## config.mk

```make
export PLATFORM = sky130hd
export DESIGN_NAME = alu_md_seq
export DESIGN_NICKNAME = d
export VERILOG_FILES = /design/src/rtl/alu_md_seq.sv
export SDC_FILE = /design/constraint.sdc
export NUM_CORES = 1
export LEC_CHECK = 0
export ABC_AREA = 1
export BUFFER_PORTS_ARGS = -buffer_cell sky130_fd_sc_hd__buf_2
export CAP_MARGIN = 20
export CORE_UTILIZATION = 50
export CTS_CLUSTER_SIZE = 30
export DETAILED_ROUTE_END_ITERATION = 8
export GPL_ROUTABILITY_DRIVEN = 0
export PLACE_DENSITY = 0.76
export SLEW_MARGIN = 20
export SYNTH_ARGS = -nofsm -noshare
export SYNTH_HDL_FRONTEND = slang
export SYNTH_SLANG_ARGS = --single-unit
export TNS_END_PERCENT = 5
```

## constraint.sdc

```tcl
create_clock -name clk -period 4.8 [get_ports clk]
set_clock_uncertainty 0.1 [all_clocks]
set_input_delay 0.72 -clock clk [delete_from_list [all_inputs] [get_ports clk]]
set_output_delay 0.72 -clock clk [all_outputs]
set_load 0.02 [all_outputs]
```

## src/rtl/alu_md_seq.sv

```systemverilog
// alu_md_seq -- iterative unsigned multiply / divide sequencer (MULTU / DIVU).
//
// The sequencer owns no adder. Every add (multiply) or subtract (divide)
// step is borrowed from the shared 32-bit ALU through a request/grant
// handshake whose grant is decided by the pipeline. Each operation runs
// 32 iterations (shift-add multiply, restoring divide). The result appears
// on hi/lo in the same cycle as the one-cycle done pulse.
//
// Ports:
//   clk      in   clock
//   rstn     in   synchronous reset, active-low
//   start    in   one-cycle request, sampled only while idle
//   op       in   0 = MULTU, 1 = DIVU
//   opa      in   [31:0] multiplicand / dividend, captured at start
//   opb      in   [31:0] multiplier / divisor, captured at start
//   alu_req  out  sequencer wants the shared ALU this cycle
//   alu_gnt  in   ALU granted this cycle (combinational from the arbiter)
//   alu_op   out  [4:0] ALU_ADDU / ALU_SUBU, ALU_NOP when not requesting
//   alu_a    out  [31:0] ALU operand A, 0 when not requesting
//   alu_b    out  [31:0] ALU operand B, 0 when not requesting
//   alu_c    in   [31:0] ALU result, same cycle
//   busy     out  high from the cycle after an accepted start through DONE
//   done     out  one-cycle completion pulse
//   hi       out  [31:0] product high word / remainder
//   lo       out  [31:0] product low word / quotient

`ifndef ALU_NOP
`define ALU_NOP  5'd0
`endif
`ifndef ALU_ADDU
`define ALU_ADDU 5'd1
`endif
`ifndef ALU_SUBU
`define ALU_SUBU 5'd3
`endif

module alu_md_seq #(
    parameter logic [31:0] DIV0_LO = 32'hFFFF_FFFF
) (
    input  logic        clk,
    input  logic        rstn,
    input  logic        start,
    input  logic        op,
    input  logic [31:0] opa,
    input  logic [31:0] opb,
    output logic        alu_req,
    input  logic        alu_gnt,
    output logic [4:0]  alu_op,
    output logic [31:0] alu_a,
    output logic [31:0] alu_b,
    input  logic [31:0] alu_c,
    output logic        busy,
    output logic        done,
    output logic [31:0] hi,
    output logic [31:0] lo
);

    typedef enum logic [1:0] {S_IDLE, S_ITER, S_DONE} state_t;

    state_t      state, state_nxt;
    logic        op_r;
    logic [31:0] w_hi, w_lo, d;
    logic [5:0]  cnt;

    logic        granted, iter_done, last_iter, div0;
    logic        t_bit, mul_carry;
    logic [31:0] r_sh, q_sh, mul_sum;
    logic [31:0] hi_nxt, lo_nxt;

    assign div0 = op & (opb == 32'd0);

    // One iteration of the working registers, given this cycle's grant.
    always_comb begin
        granted   = alu_req & alu_gnt;
        t_bit     = w_hi[31];
        r_sh      = {w_hi[30:0], w_lo[31]};
        q_sh      = {w_lo[30:0], 1'b0};
        mul_sum   = granted ? alu_c : w_hi;
        // Carry out of W_HI + D recovered from the wrapped sum.
        mul_carry = granted & (alu_c < w_hi);
        iter_done = 1'b0;
        hi_nxt    = w_hi;
        lo_nxt    = w_lo;
        if (state == S_ITER) begin
            if (op_r) begin
                iter_done = granted;
                // Bit shifted out of W_HI means R >= D regardless of compare.
                if (t_bit | (r_sh >= d)) begin
                    hi_nxt = alu_c;
                    lo_nxt = q_sh | 32'd1;
                end else begin
                    hi_nxt = r_sh;
                    lo_nxt = q_sh;
                end
            end else begin
                // No add needed when the multiplier bit is clear.
                iter_done = ~w_lo[0] | granted;
                {hi_nxt, lo_nxt} = {mul_carry, mul_sum, w_lo[31:1]};
            end
        end
    end

    assign last_iter = iter_done & (cnt == 6'd31);

    // State register
    always_ff @(posedge clk) begin
        if (!rstn) state <= S_IDLE;
        else       state <= state_nxt;
    end

    // Next-state logic
    always_comb begin
        state_nxt = state;
        case (state)
            S_IDLE:  if (start) state_nxt = div0 ? S_DONE : S_ITER;
            S_ITER:  if (last_iter) state_nxt = S_DONE;
            S_DONE:  state_nxt = S_IDLE;
            default: state_nxt = S_IDLE;
        endcase
    end

    // Output logic
    always_comb begin
        busy    = (state != S_IDLE);
        done    = (state == S_DONE);
        alu_req = (state == S_ITER) & (op_r | w_lo[0]);
        alu_op  = `ALU_NOP;
        alu_a   = 32'd0;
        alu_b   = 32'd0;
        if (alu_req) begin
            alu_op = op_r ? `ALU_SUBU : `ALU_ADDU;
            alu_a  = op_r ? r_sh : w_hi;
            alu_b  = d;
        end
    end

    // Working registers and results. hi/lo are loaded on entry to DONE so
    // they are valid while done is high.
    always_ff @(posedge clk) begin
        if (!rstn) begin
            op_r <= 1'b0;
            w_hi <= 32'd0;
            w_lo <= 32'd0;
            d    <= 32'd0;
            cnt  <= 6'd0;
            hi   <= 32'd0;
            lo   <= 32'd0;
        end else begin
            case (state)
                S_IDLE: begin
                    if (start) begin
                        op_r <= op;
                        if (div0) begin
                            w_hi <= opa;
                            w_lo <= DIV0_LO;
                            hi   <= opa;
                            lo   <= DIV0_LO;
                        end else begin
                            w_hi <= 32'd0;
                            w_lo <= opa;
                            d    <= opb;
                            cnt  <= 6'd0;
                        end
                    end
                end
                S_ITER: begin
                    if (iter_done) begin
                        w_hi <= hi_nxt;
                        w_lo <= lo_nxt;
                        cnt  <= cnt + 6'd1;
                        if (cnt == 6'd31) begin
                            hi <= hi_nxt;
                            lo <= lo_nxt;
                        end
                    end
                end
                default: ;
            endcase
        end
    end

endmodule
```

==> qor.yml <==
status: "completed"
grt_pass1_wl_mm: 50.7
timing.final.crit_share_pct: 70.4
critPathLaunch: "op_r$_SDFFE_PN0P_"
grt_usage_pct: 29.2
area.growth.synth_to_final_pct: 16.4
seq_area_frac_synth_pct: 32.8
drv_cap: 0
die_h_um: 146
cts_hold_buf: 0
ctsRootBufferMaster: "clkbuf_16"
power.leakage_uw: 0.00582
die_x_um: 146
period_minus_slack_ns: 3.38
ioPinCount: 237
wl_mm: 31.3
slew_violations: 0
crit_slowest_cell: "dfxtp_4"
cp.arrival_ns: 2.56
grt_pass1_vias: 9734
drt-pass1-iter-count: 6
async_flop_share_pct: 0
layout_setup_ws_ns: 1.42
netlist_instances: 1604
p_total_uw: 4840
dp_hpwl_mm: 21.8
antenna_found_initial: 2
vias_per_cell: 5.46
antenna_left: 0
ys_seq_elements: 169
io_buffers: 233
hold_path_end: "lo[6]$_SDFFE_PN0P_"
synth_edf_count: 0
tightest_slew_ns: 0.987
crit_path_start_kind: "flop"
htreeDepth: 4
cts_setup_buffers: 0
fin_nets: 1923
ff2ff_path_depth: 16
cts_tree: "built"
clk_latency_ns: 0.43
reg2reg_from: "w_hi[6]$_SDFFE_PN0P_"
holdWs_ns: 0.363
hold_depth: 2
nFillCells: 2014
netlist_area_um2: 10300
drt-initial-drc-count: 958
max_stage_delay_ns: 0.71
crit_chain: "buf_4 > nand2_1 > a21oi_1 > buf_2"
rr_endpoint: "hi[6]$_SDFFE_PN0P_"
power_density_nw_per_um2: 403
crit_fanout: 77
cts_resized: 0
initial_core_util_pct: 51.0
grt_overflow_total: 0
r2r_setup_slack_ns: 1.69
required_ns: 3.98
final_layout_size_suffix_gt1_share_pct: 16.7
final_cell_mix: "338 x nand2_1, 243 x a21oi_1, 232 x buf_2"
die_area_um2: 21200
synthDistinctLibCells: 39
synth_ff_type: "dfxtp_1"
finalHoldViolations: 0
synth.yosys.warnings: 0
finalSetupViolCount: 0
fmax_ghz: 0.296
clock-sinks: 169
hp-start: "lo[6]$_SDFFE_PN0P_"
place_area_um2: 11400
numCtsBuffers: 17
post_drt_wl_per_cell_um: 15.3
row_count: 52
final_common_cell: "nand2_1"
synth.avg_cell_area_um2: 6.43
core_area_um2: 20200
cts.clk_slew.worst_paths_ns: 0.07
hp-class: "flop to flop"
ir_drop_mv: 0.261
grt_max_degree: 129
relSlewSlack_pct: 33.9
clk_path_buf_depth: 2
postLayoutCellArea_um2: 12000
cp-end-kind: "output port"
via_count: 11146
tns_ns: 0
dp_slack_ns: 1.52
rsz0062_at_grt: "false"
worstSetupPathType: "flop to output port"
route.detailed.drc: 0
==> state kept, by name, indices dropped and copies added (netlist names) <==
register and cells:
cnt 6, d 32, hi 32, lo 32, op_r 1, state 2
w_hi 32, w_lo 32
==> cell type report <==
type                    count  area (µm²)  area share (%)
multi-input cells        1161        5830            48.5
flip-flops and latches    169        3390            28.2
repair buffers            246        1270            10.6
inverters                 163         613            5.10
clock buffers              21         460            3.83
well taps                 270         338            2.81
clock inverters            11         110           0.917
diodes                      1        2.50          0.0208
==> cell usage after synthesis, types with 7 or more instances <==
cell type  number  area share [%]
clkbuf_1       63             2.3
buf_2          26             1.3
o21ai_0       226              11
buf_1          11            0.40
ha_1           64             7.8
o22ai_1        45             2.7
dfxtp_1       169              33
nand3_1        21             1.0
nand2_1       340              12
o21ai_1        12            0.58
buf_4          10            0.73
a21oi_1       243              12
inv_1         157             5.7
nand4_1         7            0.42
nor2_1        163             5.9
==> how the worst max path moves through the flow <==
stage                     cells after the start                   to
after floorplan                               5            alu_a[22]
after global placement                       11  cnt[2]$_SDFFE_PN0P_
after detailed placement                     11  cnt[2]$_SDFFE_PN0P_
after CTS                                     4             alu_a[0]
after global routing                          5            alu_a[25]
final                                         4             alu_a[0]
==> stage by stage <==
step	cells	util [%]
after global placement	2009	56.5
after global routing	2042	59.4
after CTS	2041	59.3
after detailed placement	2009	56.5
final	2042	59.4
after floorplan	1606	-
==> worst max-delay path, delay by kind of cell, from the launching register on <==
family                 cells  cell delay (ns)
DFF                        1             0.71
and+or+nand+nor            1             0.17
buffers and inverters      2             0.91
AOI/OAI and AO/OA          1             0.25
==> cell families (layout without fill, tap and decap cells) <==
| family | after synthesis | after routing | share of synthesized area [%] |
|---|---|---|---|
| xor gates and xnor gates | 2 | 2 | 0.170 |
| adders and majority gates | 64 | 64 | 7.76 |
| buffers and inverters | 276 | 441 | 11.0 |
| other | 1 | 4 | 0.0364 |
| DFF | 169 | 169 | 32.8 |
| AOI/OAI and AO/OA | 538 | 538 | 27.0 |
| and+or+nand+nor | 554 | 554 | 21.3 |
==> per-layer routing <==
layer	routed length, µm	up-vias	global-route usage, %
met4	553	2	8.26
met1	14800	5013	43.1
met5	17	-	0
li1	-	5615	-
met3	2570	42	5.02
met2	13300	474	43.4
==> power breakdown <==
group | internal (µW) | leakage [µW] | switching, µW
Combinational | 548 | 0.00415 | 1140
Sequential | 1620 | 0.00139 | 182
Clock | 750 | 0.000271 | 601
Total | 2910 | 0.00582 | 1920
No activity file was read; power rests on OpenSTA's default activity.
